<file path="src/rtl/reg_to_apb_master.sv">
// Register-bus responder that turns each request into a single APB4 transfer.
// One request in flight at a time; handles wait states, PSLVERR and an optional PREADY timeout.
module reg_to_apb_master #(
    parameter int ADDR_WIDTH     = 32,
    parameter int DATA_WIDTH     = 32,
    parameter int TIMEOUT_CYCLES = 0
) (
    input  logic                    clk_i,
    input  logic                    rst_ni,
    input  logic                    req_valid_i,
    input  logic                    req_write_i,
    input  logic [ADDR_WIDTH-1:0]   req_addr_i,
    input  logic [DATA_WIDTH-1:0]   req_wdata_i,
    input  logic [DATA_WIDTH/8-1:0] req_wstrb_i,
    output logic                    rsp_ready_o,
    output logic [DATA_WIDTH-1:0]   rsp_rdata_o,
    output logic                    rsp_error_o,
    output logic                    psel_o,
    output logic                    penable_o,
    output logic                    pwrite_o,
    output logic [ADDR_WIDTH-1:0]   paddr_o,
    output logic [DATA_WIDTH-1:0]   pwdata_o,
    output logic [DATA_WIDTH/8-1:0] pstrb_o,
    input  logic [DATA_WIDTH-1:0]   prdata_i,
    input  logic                    pready_i,
    input  logic                    pslverr_i,
    output logic                    busy_o,
    output logic                    timeout_o
);

    localparam int STRB_WIDTH = DATA_WIDTH / 8;
    localparam int CNT_WIDTH  = (TIMEOUT_CYCLES > 0) ? $clog2(TIMEOUT_CYCLES + 1) : 1;
    localparam logic [CNT_WIDTH-1:0] CNT_LAST =
        CNT_WIDTH'((TIMEOUT_CYCLES > 0) ? TIMEOUT_CYCLES - 1 : 0);

    typedef enum logic [1:0] {
        IDLE   = 2'd0,
        SETUP  = 2'd1,
        ACCESS = 2'd2,
        RESP   = 2'd3
    } state_e;

    state_e                  state_q, state_d;
    logic                    wr_q, wr_d;
    logic [ADDR_WIDTH-1:0]   addr_q, addr_d;
    logic [DATA_WIDTH-1:0]   wdata_q, wdata_d;
    logic [STRB_WIDTH-1:0]   wstrb_q, wstrb_d;
    logic [CNT_WIDTH-1:0]    cnt_q, cnt_d;
    logic [DATA_WIDTH-1:0]   rdata_q, rdata_d;
    logic                    err_q, err_d;
    logic                    tmo_q, tmo_d;

    logic                    psel_d, penable_d, pwrite_d;
    logic [ADDR_WIDTH-1:0]   paddr_d;
    logic [DATA_WIDTH-1:0]   pwdata_d;
    logic [STRB_WIDTH-1:0]   pstrb_d;
    logic                    rsp_ready_d, rsp_error_d, timeout_d, busy_d;
    logic [DATA_WIDTH-1:0]   rsp_rdata_d;

    always_comb begin
        state_d = state_q;
        wr_d    = wr_q;
        addr_d  = addr_q;
        wdata_d = wdata_q;
        wstrb_d = wstrb_q;
        cnt_d   = cnt_q;
        rdata_d = rdata_q;
        err_d   = err_q;
        tmo_d   = tmo_q;

        case (state_q)
            IDLE: begin
                if (req_valid_i) begin
                    wr_d    = req_write_i;
                    addr_d  = req_addr_i;
                    wdata_d = req_wdata_i;
                    wstrb_d = req_wstrb_i;
                    state_d = SETUP;
                end
            end
            SETUP: begin
                cnt_d   = '0;
                state_d = ACCESS;
            end
            ACCESS: begin
                // A ready completer on the last allowed cycle beats the timeout.
                if (pready_i) begin
                    rdata_d = prdata_i;
                    err_d   = pslverr_i;
                    tmo_d   = 1'b0;
                    state_d = RESP;
                end else if (TIMEOUT_CYCLES > 0 && cnt_q == CNT_LAST) begin
                    rdata_d = '0;
                    err_d   = 1'b1;
                    tmo_d   = 1'b1;
                    state_d = RESP;
                end else begin
                    cnt_d = cnt_q + CNT_WIDTH'(1);
                end
            end
            RESP: begin
                state_d = IDLE;
            end
            default: state_d = IDLE;
        endcase

        // Output next-values are decoded from the next state so every port is a flop.
        psel_d      = (state_d == SETUP) || (state_d == ACCESS);
        penable_d   = (state_d == ACCESS);
        pwrite_d    = psel_d && wr_d;
        paddr_d     = psel_d ? addr_d : '0;
        pwdata_d    = (psel_d && wr_d) ? wdata_d : '0;
        pstrb_d     = (psel_d && wr_d) ? wstrb_d : '0;
        rsp_ready_d = (state_d == RESP);
        rsp_error_d = (state_d == RESP) && err_d;
        timeout_d   = (state_d == RESP) && tmo_d;
        rsp_rdata_d = ((state_d == RESP) && !wr_d && !err_d) ? rdata_d : '0;
        busy_d      = (state_d != IDLE);
    end

    always_ff @(posedge clk_i) begin
        if (!rst_ni) begin
            state_q     <= IDLE;
            wr_q        <= 1'b0;
            addr_q      <= '0;
            wdata_q     <= '0;
            wstrb_q     <= '0;
            cnt_q       <= '0;
            rdata_q     <= '0;
            err_q       <= 1'b0;
            tmo_q       <= 1'b0;
            psel_o      <= 1'b0;
            penable_o   <= 1'b0;
            pwrite_o    <= 1'b0;
            paddr_o     <= '0;
            pwdata_o    <= '0;
            pstrb_o     <= '0;
            rsp_ready_o <= 1'b0;
            rsp_error_o <= 1'b0;
            rsp_rdata_o <= '0;
            timeout_o   <= 1'b0;
            busy_o      <= 1'b0;
        end else begin
            state_q     <= state_d;
            wr_q        <= wr_d;
            addr_q      <= addr_d;
            wdata_q     <= wdata_d;
            wstrb_q     <= wstrb_d;
            cnt_q       <= cnt_d;
            rdata_q     <= rdata_d;
            err_q       <= err_d;
            tmo_q       <= tmo_d;
            psel_o      <= psel_d;
            penable_o   <= penable_d;
            pwrite_o    <= pwrite_d;
            paddr_o     <= paddr_d;
            pwdata_o    <= pwdata_d;
            pstrb_o     <= pstrb_d;
            rsp_ready_o <= rsp_ready_d;
            rsp_error_o <= rsp_error_d;
            rsp_rdata_o <= rsp_rdata_d;
            timeout_o   <= timeout_d;
            busy_o      <= busy_d;
        end
    end

endmodule

</file>
<file path="config.mk">
export PLATFORM = sky130hd
export DESIGN_NAME = reg_to_apb_master
export DESIGN_NICKNAME = d
export VERILOG_FILES = /design/src/rtl/reg_to_apb_master.sv
export SDC_FILE = /design/constraint.sdc
export NUM_CORES = 1
export LEC_CHECK = 0
export BUFFER_PORTS_ARGS = -buffer_cell sky130_fd_sc_hd__buf_2
export CAP_MARGIN = 20
export CORE_ASPECT_RATIO = 1.5
export CORE_MARGIN = 4
export CORE_UTILIZATION = 51
export DETAILED_ROUTE_END_ITERATION = 12
export GPL_TIMING_DRIVEN = 0
export HOLD_SLACK_MARGIN = 0.15
export PLACE_DENSITY = 0.79
export RECOVER_POWER = 25
export SLEW_MARGIN = 25
export SYNTH_ARGS = -nofsm -noshare
export SYNTH_HDL_FRONTEND = slang
export SYNTH_SLANG_ARGS = --single-unit
</file>
<file path="constraint.sdc">
create_clock -name clk_i -period 2.77 [get_ports clk_i]
set_input_delay 0.1385 -clock clk_i [delete_from_list [all_inputs] [get_ports clk_i]]
set_output_delay 0.1385 -clock clk_i [all_outputs]
set_load 0.02 [all_outputs]
</file>
==> flow_summary_export.csv <==
group,metric,value,unit
outcome,outcome,"complete, no violations",
power,power,6.90,mW
timing,setup_viol,0,
routing,vias_per_cell,4.75,
power,netSwitchingFraction,0.253,
yosys,synth_top_cell_by_area,"dfxtp_1",
clock_network,insertion_delay,0.49,ns
finish,mostFrequentLayoutCells,"212 x dfxtp_1, 133 x buf_2, 107 x dlygate4sd3_1, 103 x nor2b_1, 102 x mux2i_1",
global_route,grt_pass1_wl,27900,um
routing,num_vias,5204,
finish,drive_above_1_share,0.261,
place,port_buffers,211,
die,fp.dieArea,15700,um^2
worst_hold_path,hp-class,"in2reg",
finish,multi_input_area,2500,um^2
clock_network,cts_resized,0,
yosys,seq_area_frac_synth,0.605,
routing,routedWlPerCell,16.2,um
worst_setup_path,cp.buffers_inverters,4,
die,ios,213,
routing,drt_wl_total,17700,um
yosys,avgSynthCellArea,12.0,um^2
yosys,syn_nets,695,
power,p_int,5.15,mW
timing,relSlewSlack,0.667,
yosys,ys_ff_latch,212,
timing,post-route-period-util,0.869,
worst_setup_path,crit_required,3.21,ns
yosys,yosysWarningCount,0,
die,rows,52,
finish,instances_no_fill,1095,
global_route,grt_max_degree,16,
routing,first_pass_iters,4,
routing,drc_errors,0,
finish,register_area,4240,um^2
place,placed_cells,956,
clock_network,cts_max_path_buffers,3,
power,p_per_area,701,nW/um^2
worst_setup_path,cp-start-kind,"register",
yosys,yosys-top-cells-area,"dfxtp_1 60%, mux2i_1 15%, nor2b_1 9.2%",
timing,worst_pin_slew,0.500,ns
die,start_util,0.521,
routing,drt-initial-drc-count,85,
power,comb_power_share,0.155,
clock_network,ctsHoldBuffers,107,
timing,hold_violations,0,
clock_network,h-tree-depth,1,
power,max-vdd-ir-drop,0.000605,V
clock_network,cts_buffers,19,
worst_setup_path,path_delay_family,"buffers and inverters",
yosys,synth.distinct_cells,24,
global_route,grt_use_total,0.218,
place,place_hpwl,11300,um
place,finalWeightedCongestion,0.756,
die,coreArea,13500,um^2
global_route,grt_pass1_vias,5667,
worst_setup_path,end_kind,"register",
worst_setup_path,worst_path_max_delay_cell,"dlygate4sd3_1",
finish,final.fill_count,936,
global_route,antenna_found_initial,1,
timing,whs,0.178,ns
timing,clock.fmax,415,MHz
die,die_y,152,um
worst_setup_path,path_cells,"inv_1 -> ha_1 -> mux2i_1 -> a21oi_1 -> inv_1 -> ha_1 -> nand2b_1 -> buf_6 -> nor2_1 -> dlygate4sd3_1",
yosys,synth_cells,583,
power,seq_power_share,0.478,
routing,antenna_left,0,
timing,fin_skew,0.0205,ns
finish,final_nets,1034,
worst_setup_path,path_class,"reg2reg",
finish,final_common_cell,"dfxtp_1",
clock_network,cts_setup_buffers,0,
yosys,synthDominantCellAreaShare,0.605,
timing,slew_violations,0,
power,power.switching,1.74,mW
clock_network,clkSlewWorstSetupHoldPaths,0.06,ns
clock_network,clock_tree.root_cell,"clkbuf_16",
finish,syn2layout_area_growth,40.2,%
clock_network,cts.sinks,212,
timing,rsz0062_at_grt,"no",
power,clkPwrFrac,0.367,
yosys,mappedNetlistArea,7020,um^2
worst_setup_path,max_stage_delay,0.54,ns
clock_network,cts_tree,"built",
timing,period_needed,2.41,ns
timing,tns,0,ns
global_route,overflow,0,
job,cap_viol_max_count,0,
worst_setup_path,r2r_slack,0.36,ns
worst_setup_path,crit_fanout,7,
power,power.leakage,4.44,nW
worst_setup_path,crit_arrival,2.85,ns
die,fp.dieW,104,um
-- registers in the layout, indices dropped and copies added (netlist names), 2 cells and up --
signal and count:
addr_q 32, paddr_o 32, pwdata_o 32, rdata_q 32
rsp_rdata_o 32, wdata_q 32, pstrb_o 4, wstrb_q 4
state_q 2
-- path summary, 6_finish.rpt --
path,cells after the start,start,endpoint
setup reg to reg,10,state_q[0],paddr_o[28]
setup / recovery,10,state_q[0],paddr_o[28]
hold / removal,4,pready_i,rdata_q[0]
hold reg to reg,1,tmo_q,tmo_q
-- layer usage --
layer,track usage,wire length [um]
met1,0.223,6390
met2,0.419,9570
met3,0.0547,1060
met4,0.0998,666
met5,0,0
-- power by group through the flow --
stage / registers [mW] / clock network [mW] / logic [mW]
2_1_floorplan: 3.46 / 0 / 0.559
3_3_place_gp: 3.35 / 0 / 0.916
3_5_place_dp: 3.36 / 0 / 0.947
4_1_cts: 3.29 / 2.58 / 1.08
5_1_grt: 3.31 / 2.70 / 1.16
6_report: 3.30 / 2.53 / 1.07
-- cell usage after synthesis --
cell	number
nor2b_1	103
nor2_1	40
mux2i_1	102
nand2_1	1
a21o_1	1
a21bo_2	1
ha_1	6
clkbuf_1	14
buf_2	1
nand3_1	2
nand2b_1	1
buf_4	10
a21boi_0	1
nor3_1	2
and2_1	6
and3_1	1
inv_1	6
nor3_2	30
nor2_2	29
buf_6	11
nand2_2	1
mux2_4	1
dfxtp_1	212
a21oi_1	1
-- cell families after synthesis --
kind of cell | share of synthesized area
multiplexers | 0.148
AND/OR/NAND/NOR | 0.193
buffers and inverters | 0.0397
AO/OA/AOI/OAI | 0.00428
adder cells (fa/ha/maj) | 0.0107
flip-flops | 0.605
-- layout make-up --
class,count,share of cell area
Sequential cell,212,0.431
Multi-Input combinational cell,329,0.254
Timing Repair Buffer,318,0.206
Clock buffer,26,0.0540
Buffer,36,0.0261
Tap cell,162,0.0206
Clock inverter,5,0.00610
Inverter,6,0.00229
Antenna cell,1,0.000254
-- stage by stage --
step                utilization  setup slack [ns]  cell area (um^2)
floorplan                     -             0.671              7020
global placement          0.615             0.494              8280
detailed placement        0.615             0.440              8280
CTS                       0.738             0.341              9940
global route              0.731             0.214              9850
finish                    0.731             0.362              9850
-- worst register-to-register path, delay by kind of cell, from the launching register on --
family                     cells  cell delay [ns]
AOI/OAI and AO/OA              1             0.24
adders and majority gates      2             0.55
buffers and inverters          4             0.86
DFF                            1             0.32
muxes                          1             0.13
and+or+nand+nor                2             0.25
Note: power is estimated with default switching activity, not from simulation.
